## config.mk

```make
export PLATFORM = sky130hd
export DESIGN_NAME = reaction_controller
export DESIGN_NICKNAME = d
export VERILOG_FILES = /design/src/rtl/reaction_pkg.sv /design/src/rtl/ms_tick_gen.sv /design/src/rtl/reaction_controller.sv
export SDC_FILE = /design/constraint.sdc
export NUM_CORES = 1
export LEC_CHECK = 0
export CAP_MARGIN = 0
export CORE_ASPECT_RATIO = 1.5
export CORE_MARGIN = 2
export CORE_UTILIZATION = 58
export DETAILED_ROUTE_END_ITERATION = 10
export PLACE_DENSITY = 0.79
export RECOVER_POWER = 25
export SLEW_MARGIN = 20
export SYNTH_ARGS = -nofsm -noshare
export SYNTH_HDL_FRONTEND = slang
export SYNTH_SLANG_ARGS = --single-unit
export TNS_END_PERCENT = 30
```

## constraint.sdc

```tcl
create_clock -name clk -period 3.2 [get_ports clk]
set_input_delay 0.8 -clock clk [delete_from_list [all_inputs] [get_ports clk]]
set_output_delay 0.8 -clock clk [all_outputs]
set_load 0.01 [all_outputs]
```

## src/rtl/reaction_pkg.sv

```systemverilog
// Shared types and constants for the reaction-time game controller.
package reaction_pkg;
    localparam int          RESULT_W  = 14;
    localparam logic [15:0] LFSR_SEED = 16'hACE1;
    // Taps for x^16 + x^14 + x^13 + x^11 + 1 (bits 15, 13, 12, 10).
    localparam logic [15:0] LFSR_TAPS = 16'hB400;

    typedef enum logic [2:0] {
        IDLE        = 3'd0,
        WAIT_RAND   = 3'd1,
        GO          = 3'd2,
        DONE        = 3'd3,
        FALSE_START = 3'd4,
        TIMEOUT     = 3'd5
    } state_t;
endpackage

```

## src/rtl/ms_tick_gen.sv

```systemverilog
// One-cycle tick every TICK_DIV clocks; clear restarts the period so each trial is tick-aligned.
module ms_tick_gen #(
    parameter int TICK_DIV = 50000
) (
    input  logic clk,
    input  logic reset,
    input  logic clear,
    output logic tick
);
    localparam int            CW   = (TICK_DIV > 1) ? $clog2(TICK_DIV) : 1;
    localparam logic [CW-1:0] LAST = CW'(TICK_DIV - 1);

    logic [CW-1:0] cnt;

    assign tick = (cnt == LAST);

    always_ff @(posedge clk) begin
        if (reset || clear || tick)
            cnt <= '0;
        else
            cnt <= cnt + 1'b1;
    end
endmodule

```

## src/rtl/reaction_controller.sv

```systemverilog
// Reaction-time game: random wait, GO stimulus, measure ms until the player responds.
module reaction_controller
    import reaction_pkg::*;
#(
    parameter int TICK_DIV     = 50000,
    parameter int MIN_DELAY_MS = 1000,
    parameter int RAND_EN      = 1,
    parameter int TIMEOUT_MS   = 9999
) (
    input  logic                clk,
    input  logic                reset,
    input  logic                start_btn,
    input  logic                react_btn,
    output logic                led_go,
    output logic                led_false,
    output logic [RESULT_W-1:0] result_ms,
    output logic                result_valid,
    output logic                timeout,
    output logic                busy,
    output logic [2:0]          state_dbg
);
    localparam logic [RESULT_W-1:0] MIN_DLY = RESULT_W'(MIN_DELAY_MS);
    localparam logic [RESULT_W-1:0] TO_LAST = RESULT_W'(TIMEOUT_MS - 1);
    localparam logic [RESULT_W-1:0] TO_VAL  = RESULT_W'(TIMEOUT_MS);

    state_t              state, state_n;
    logic                start_prev, react_prev, start_edge, react_edge;
    logic [15:0]         lfsr;
    logic                tick, clear;
    logic [RESULT_W-1:0] delay, delay_n, elapsed, elapsed_n, result_n, rand_add;

    assign start_edge = start_btn & ~start_prev;
    assign react_edge = react_btn & ~react_prev;
    assign rand_add   = (RAND_EN != 0) ? {3'b000, lfsr[10:0]} : '0;

    ms_tick_gen #(.TICK_DIV(TICK_DIV)) u_tick (
        .clk   (clk),
        .reset (reset),
        .clear (clear),
        .tick  (tick)
    );

    always_comb begin
        state_n   = state;
        delay_n   = delay;
        elapsed_n = elapsed;
        result_n  = result_ms;
        clear     = 1'b0;
        case (state)
            IDLE, DONE, FALSE_START, TIMEOUT: begin
                if (start_edge) begin
                    state_n   = WAIT_RAND;
                    delay_n   = MIN_DLY + rand_add;
                    elapsed_n = '0;
                    clear     = 1'b1;
                end
            end
            WAIT_RAND: begin
                // An early press wins over the tick that would have lit GO.
                if (react_edge) begin
                    state_n  = FALSE_START;
                    result_n = '0;
                end else if (tick) begin
                    if (delay <= RESULT_W'(1)) begin
                        state_n   = GO;
                        delay_n   = '0;
                        elapsed_n = '0;
                    end else begin
                        delay_n = delay - 1'b1;
                    end
                end
            end
            GO: begin
                if (react_edge) begin
                    state_n  = DONE;
                    result_n = elapsed;
                end else if (tick) begin
                    if (elapsed >= TO_LAST) begin
                        state_n  = TIMEOUT;
                        result_n = TO_VAL;
                    end else begin
                        elapsed_n = elapsed + 1'b1;
                    end
                end
            end
            default: state_n = IDLE;
        endcase
    end

    always_ff @(posedge clk) begin
        if (reset) begin
            state        <= IDLE;
            lfsr         <= LFSR_SEED;
            start_prev   <= 1'b0;
            react_prev   <= 1'b0;
            delay        <= '0;
            elapsed      <= '0;
            result_ms    <= '0;
            led_go       <= 1'b0;
            led_false    <= 1'b0;
            result_valid <= 1'b0;
            timeout      <= 1'b0;
            busy         <= 1'b0;
        end else begin
            state        <= state_n;
            lfsr         <= {lfsr[14:0], ^(lfsr & LFSR_TAPS)};
            start_prev   <= start_btn;
            react_prev   <= react_btn;
            delay        <= delay_n;
            elapsed      <= elapsed_n;
            result_ms    <= result_n;
            led_go       <= (state_n == GO);
            led_false    <= (state_n == FALSE_START);
            result_valid <= (state_n == DONE) || (state_n == TIMEOUT);
            timeout      <= (state_n == TIMEOUT);
            busy         <= (state_n == WAIT_RAND) || (state_n == GO);
        end
    end

    assign state_dbg = state;
endmodule
```

==> impl_metrics.csv <==
group,metric,value,unit
critical_path,cp-end-kind,"flop",
yosys,syn-num-nets,458,
pwr,p_total,0.00228,W
critical_path,critical_path_required,3.47,ns
pwr,p_per_area,525,nW/um^2
clock_tree,path_clk_slew,0.08,ns
clock_tree,clkSinkCount,84,
sta,hold_viol_final,0,
sta,fmax,0.345,GHz
pwr,p_clk_share,32.4,%
sta,clock_skew,0.00946,ns
routing,drtAntennaViolNets,0,
sta,worst_pin_slew,1.15,ns
die,core_area,6440,sq um
critical_path,reg2reg_slack,0.30,ns
critical_path,worst-path-buf-inv,0,
global_route,antenna_found_initial,0,
pwr,swShare,28.3,%
sta,holdWs,0.417,ns
clock_tree,cts_tree,"built",
clock_tree,cts_resized,0,
sta,max_slew_margin,23.0,%
routing,routed_via_density,5.91,
yosys,synth_edf_count,0,
pwr,pwr-share-seq,50.0,%
global_route,grt_remaining_overflow,0,
placement,portBuffers,25,
clock_tree,hold_buffers,0,
yosys,syn_inst,448,
die,die_h,103,um
critical_path,crit_end,"result_ms[8]$_SDFFE_PP0P_",
final_layout,post-route-util,67.4,%
placement,gp_congestion,0.885,
pwr,cellInternalPower,0.00163,W
clock_tree,cts_max_level,3,
yosys,synth_flop_cell,"dfxtp_1",
die,die_x,70.3,um
routing,drt_pass1_iterations,4,
critical_path,crit_fanout,22,
die,start_util,59.3,%
sta,maxSlewViolCount,0,
routing,met3_length,283,um
global_route,grt_max_degree,27,
pwr,p_comb_share,17.7,%
yosys,synth-warning-count,0,
critical_path,crit_family,"simple AND/OR/NAND/NOR gates",
routing,wirelength,8100,um
placement,hpwlAfterDp,5810,um
sta,post-route-period-util,90.6,%
critical_path,r2r.worst_path.cells,6,
critical_path,timing.critical_path.cells,"or4b_1 > or4_1 > a2111oi_4 > a21oi_2 > or3_1 > a21oi_1",
routing,drc,0,
routing,wl_per_cell,14.6,um
yosys,ys_ff_latch,84,
routing,routed.top_layer,"met4",
hold_path,hp-class,"reg2reg",
clock_tree,cts-root-buf,"clkbuf_8",
critical_path,cp.arrival,3.17,ns
critical_path,setup.worst_path.start_class,"flop",
critical_path,critical_path_class,"reg2reg",
routing,wl_met1,3340,um
yosys,synthArstFlopShare,0,%
final_layout,mostFrequentLayoutCells,"84 x dfxtp_1, 54 x nor2_1, 35 x nand2_1",
routing,vias,3276,
outcome,status,"finished, final reports clean",
pwr,p_sw,0.000645,W
final_layout,nets,484,
global_route,grt_first_pass_wirelength,14000,um
die,ios,26,
clock_tree,cts_setup_buffers,0,
global_route,grt_pass1_vias,3106,
critical_path,timing.rr.start,"u_tick.cnt[4]$_SDFF_PP0_",
routing,initialDrtViolationCount,152,
clock_tree,cts_buffers,9,
critical_path,critical-path-max-stage-delay,0.68,ns
placement,postPlaceCellArea,4150,sq um
final_layout,n_antenna_cell,0,
critical_path,critical-path-slowest-cell,"or4_1",
sta,rsz0062_at_grt,"false",
run,drv_cap,0,
pwr,ir_worst_vdd,385,uV
critical_path,crit_cells,6,
sta,setup_viol,0,
final_layout,final_common_cell,"dfxtp_1",
final_layout,drive_above_1_share,7.74,%
pwr,leakagePower,1.56,nW
final_layout,syn2layout_area_growth,13.6,%
clock_tree,cts_buffer_depth,2,
critical_path,reg2reg_to,"result_ms[8]$_SDFFE_PP0P_",
critical_path,startpoint,"u_tick.cnt[4]$_SDFF_PP0_",
routing,met2_length,4200,um
yosys,syn_area,3820,sq um
final_layout,design_area,4340,sq um
clock_tree,insertion_delay,0.36,ns
sta,period_needed,2.90,ns
die,fp-row-count,36,
yosys,seq_area_frac_synth,44.0,%
final_layout,fill_cells,537,
die,dieArea,7260,sq um
sta,tns,0,ns
yosys,synth_cell_types,50,
global_route,grt_use_total,24.3,%
yosys,avgSynthCellArea,8.53,sq um
## sequential cells by signal, summed over array words and instances (netlist names)
| register | count |
|---|---|
| led_false | 1 |
| state_dbg | 3 |
| react_prev | 1 |
| timeout | 1 |
| u_tick.cnt | 16 |
| start_prev | 1 |
| lfsr | 16 |
| elapsed | 14 |
| busy | 1 |
| result_valid | 1 |
| led_go | 1 |
| delay | 14 |
| result_ms | 14 |
## kinds of logic (layout without fill, tap and decap cells)
kind of cell / Yosys count / in the layout / share of synthesized area, %
XOR/XNOR: 30 / 30 / 6.88
multiplexers: 2 / 2 / 0.524
AO/OA/AOI/OAI: 98 / 98 / 16.9
flip-flops: 84 / 84 / 44.0
buffers and inverters: 30 / 60 / 3.21
adder cells (fa/ha/maj): 6 / 6 / 1.97
AND/OR/NAND/NOR: 198 / 198 / 26.5
## worst register-to-register path, delay by kind of cell (launching register included)
kind	cells	cell delay [ns]
and+or+nand+nor	3	1.66
AOI/OAI and AO/OA	3	0.81
DFF	1	0.35
## power groups by stage
stage,Sequential (W),Clock (W),Combinational (W)
floorplan,0.00115,0,0.000292
global placement,0.00116,0,0.000392
detailed placement,0.00116,0,0.000396
CTS,0.00114,0.000755,0.000401
global route,0.00115,0.000799,0.000453
finish,0.00114,0.000738,0.000403
## layer usage
metal / track usage (%) / vias to the layer above
li1: - / 1638
met1: 27.2 / 1548
met2: 42.2 / 70
met3: 6.49 / 20
met4: 12.9 / 0
met5: 0 / -
## worst min path at each step
stage / startpoint / end / slack (ns) / cells past startpoint
5_1_grt: lfsr[14]$_SDFF_PP0_ / lfsr[15]$_SDFF_PP1_ / 0.45 / 1
3_5_place_dp: lfsr[14]$_SDFF_PP0_ / lfsr[15]$_SDFF_PP1_ / 0.40 / 1
2_1_floorplan: lfsr[14]$_SDFF_PP0_ / lfsr[15]$_SDFF_PP1_ / 0.39 / 1
3_3_place_gp: lfsr[14]$_SDFF_PP0_ / lfsr[15]$_SDFF_PP1_ / 0.40 / 1
6_report: lfsr[14]$_SDFF_PP0_ / lfsr[15]$_SDFF_PP1_ / 0.42 / 1
4_1_cts: lfsr[14]$_SDFF_PP0_ / lfsr[15]$_SDFF_PP1_ / 0.42 / 1
## synthesized netlist by cell type (all sizes together), types with 4 or more instances
library cell  count  area, sq um
dfxtp            84         1680
nor2             54          203
nand2            35          131
a21oi            30          154
o21ai            27          135
nand3            17         85.1
xor2             17          149
clkbuf           16         60.1
or3              16          100
nor2b            15         93.8
xnor2            13          114
a22oi            12         90.1
or2              11         68.8
inv              10         37.5
nand2b            8         50.1
nand4             8         50.1
and3              6         37.5
ha                6         75.1
nor3              6         30.0
o211ai            6         45.0
nor4              5         31.3
or4               5         37.5
buf               4         25.0
o32ai             4         35.0
## stage by stage
| step | worst slack, ns | cells |
|---|---|---|
| after global routing | 0.185 | 554 |
| after global placement | 0.336 | 538 |
| after CTS | 0.316 | 553 |
| after detailed placement | 0.288 | 538 |
| final | 0.300 | 554 |
| after floorplan | 0.621 | 448 |
## cell type report
cell class	instances	area (sq um)	share of cell area [%]
clock inverter	4	50.0	1.15
timing repair buffer	35	318	7.32
multi-input combinational	334	2020	46.5
sequential	84	1680	38.8
clock buffer	11	141	3.26
inverter	10	37.5	0.865
tap	76	95.1	2.19
(Power assumes the default switching activity.)
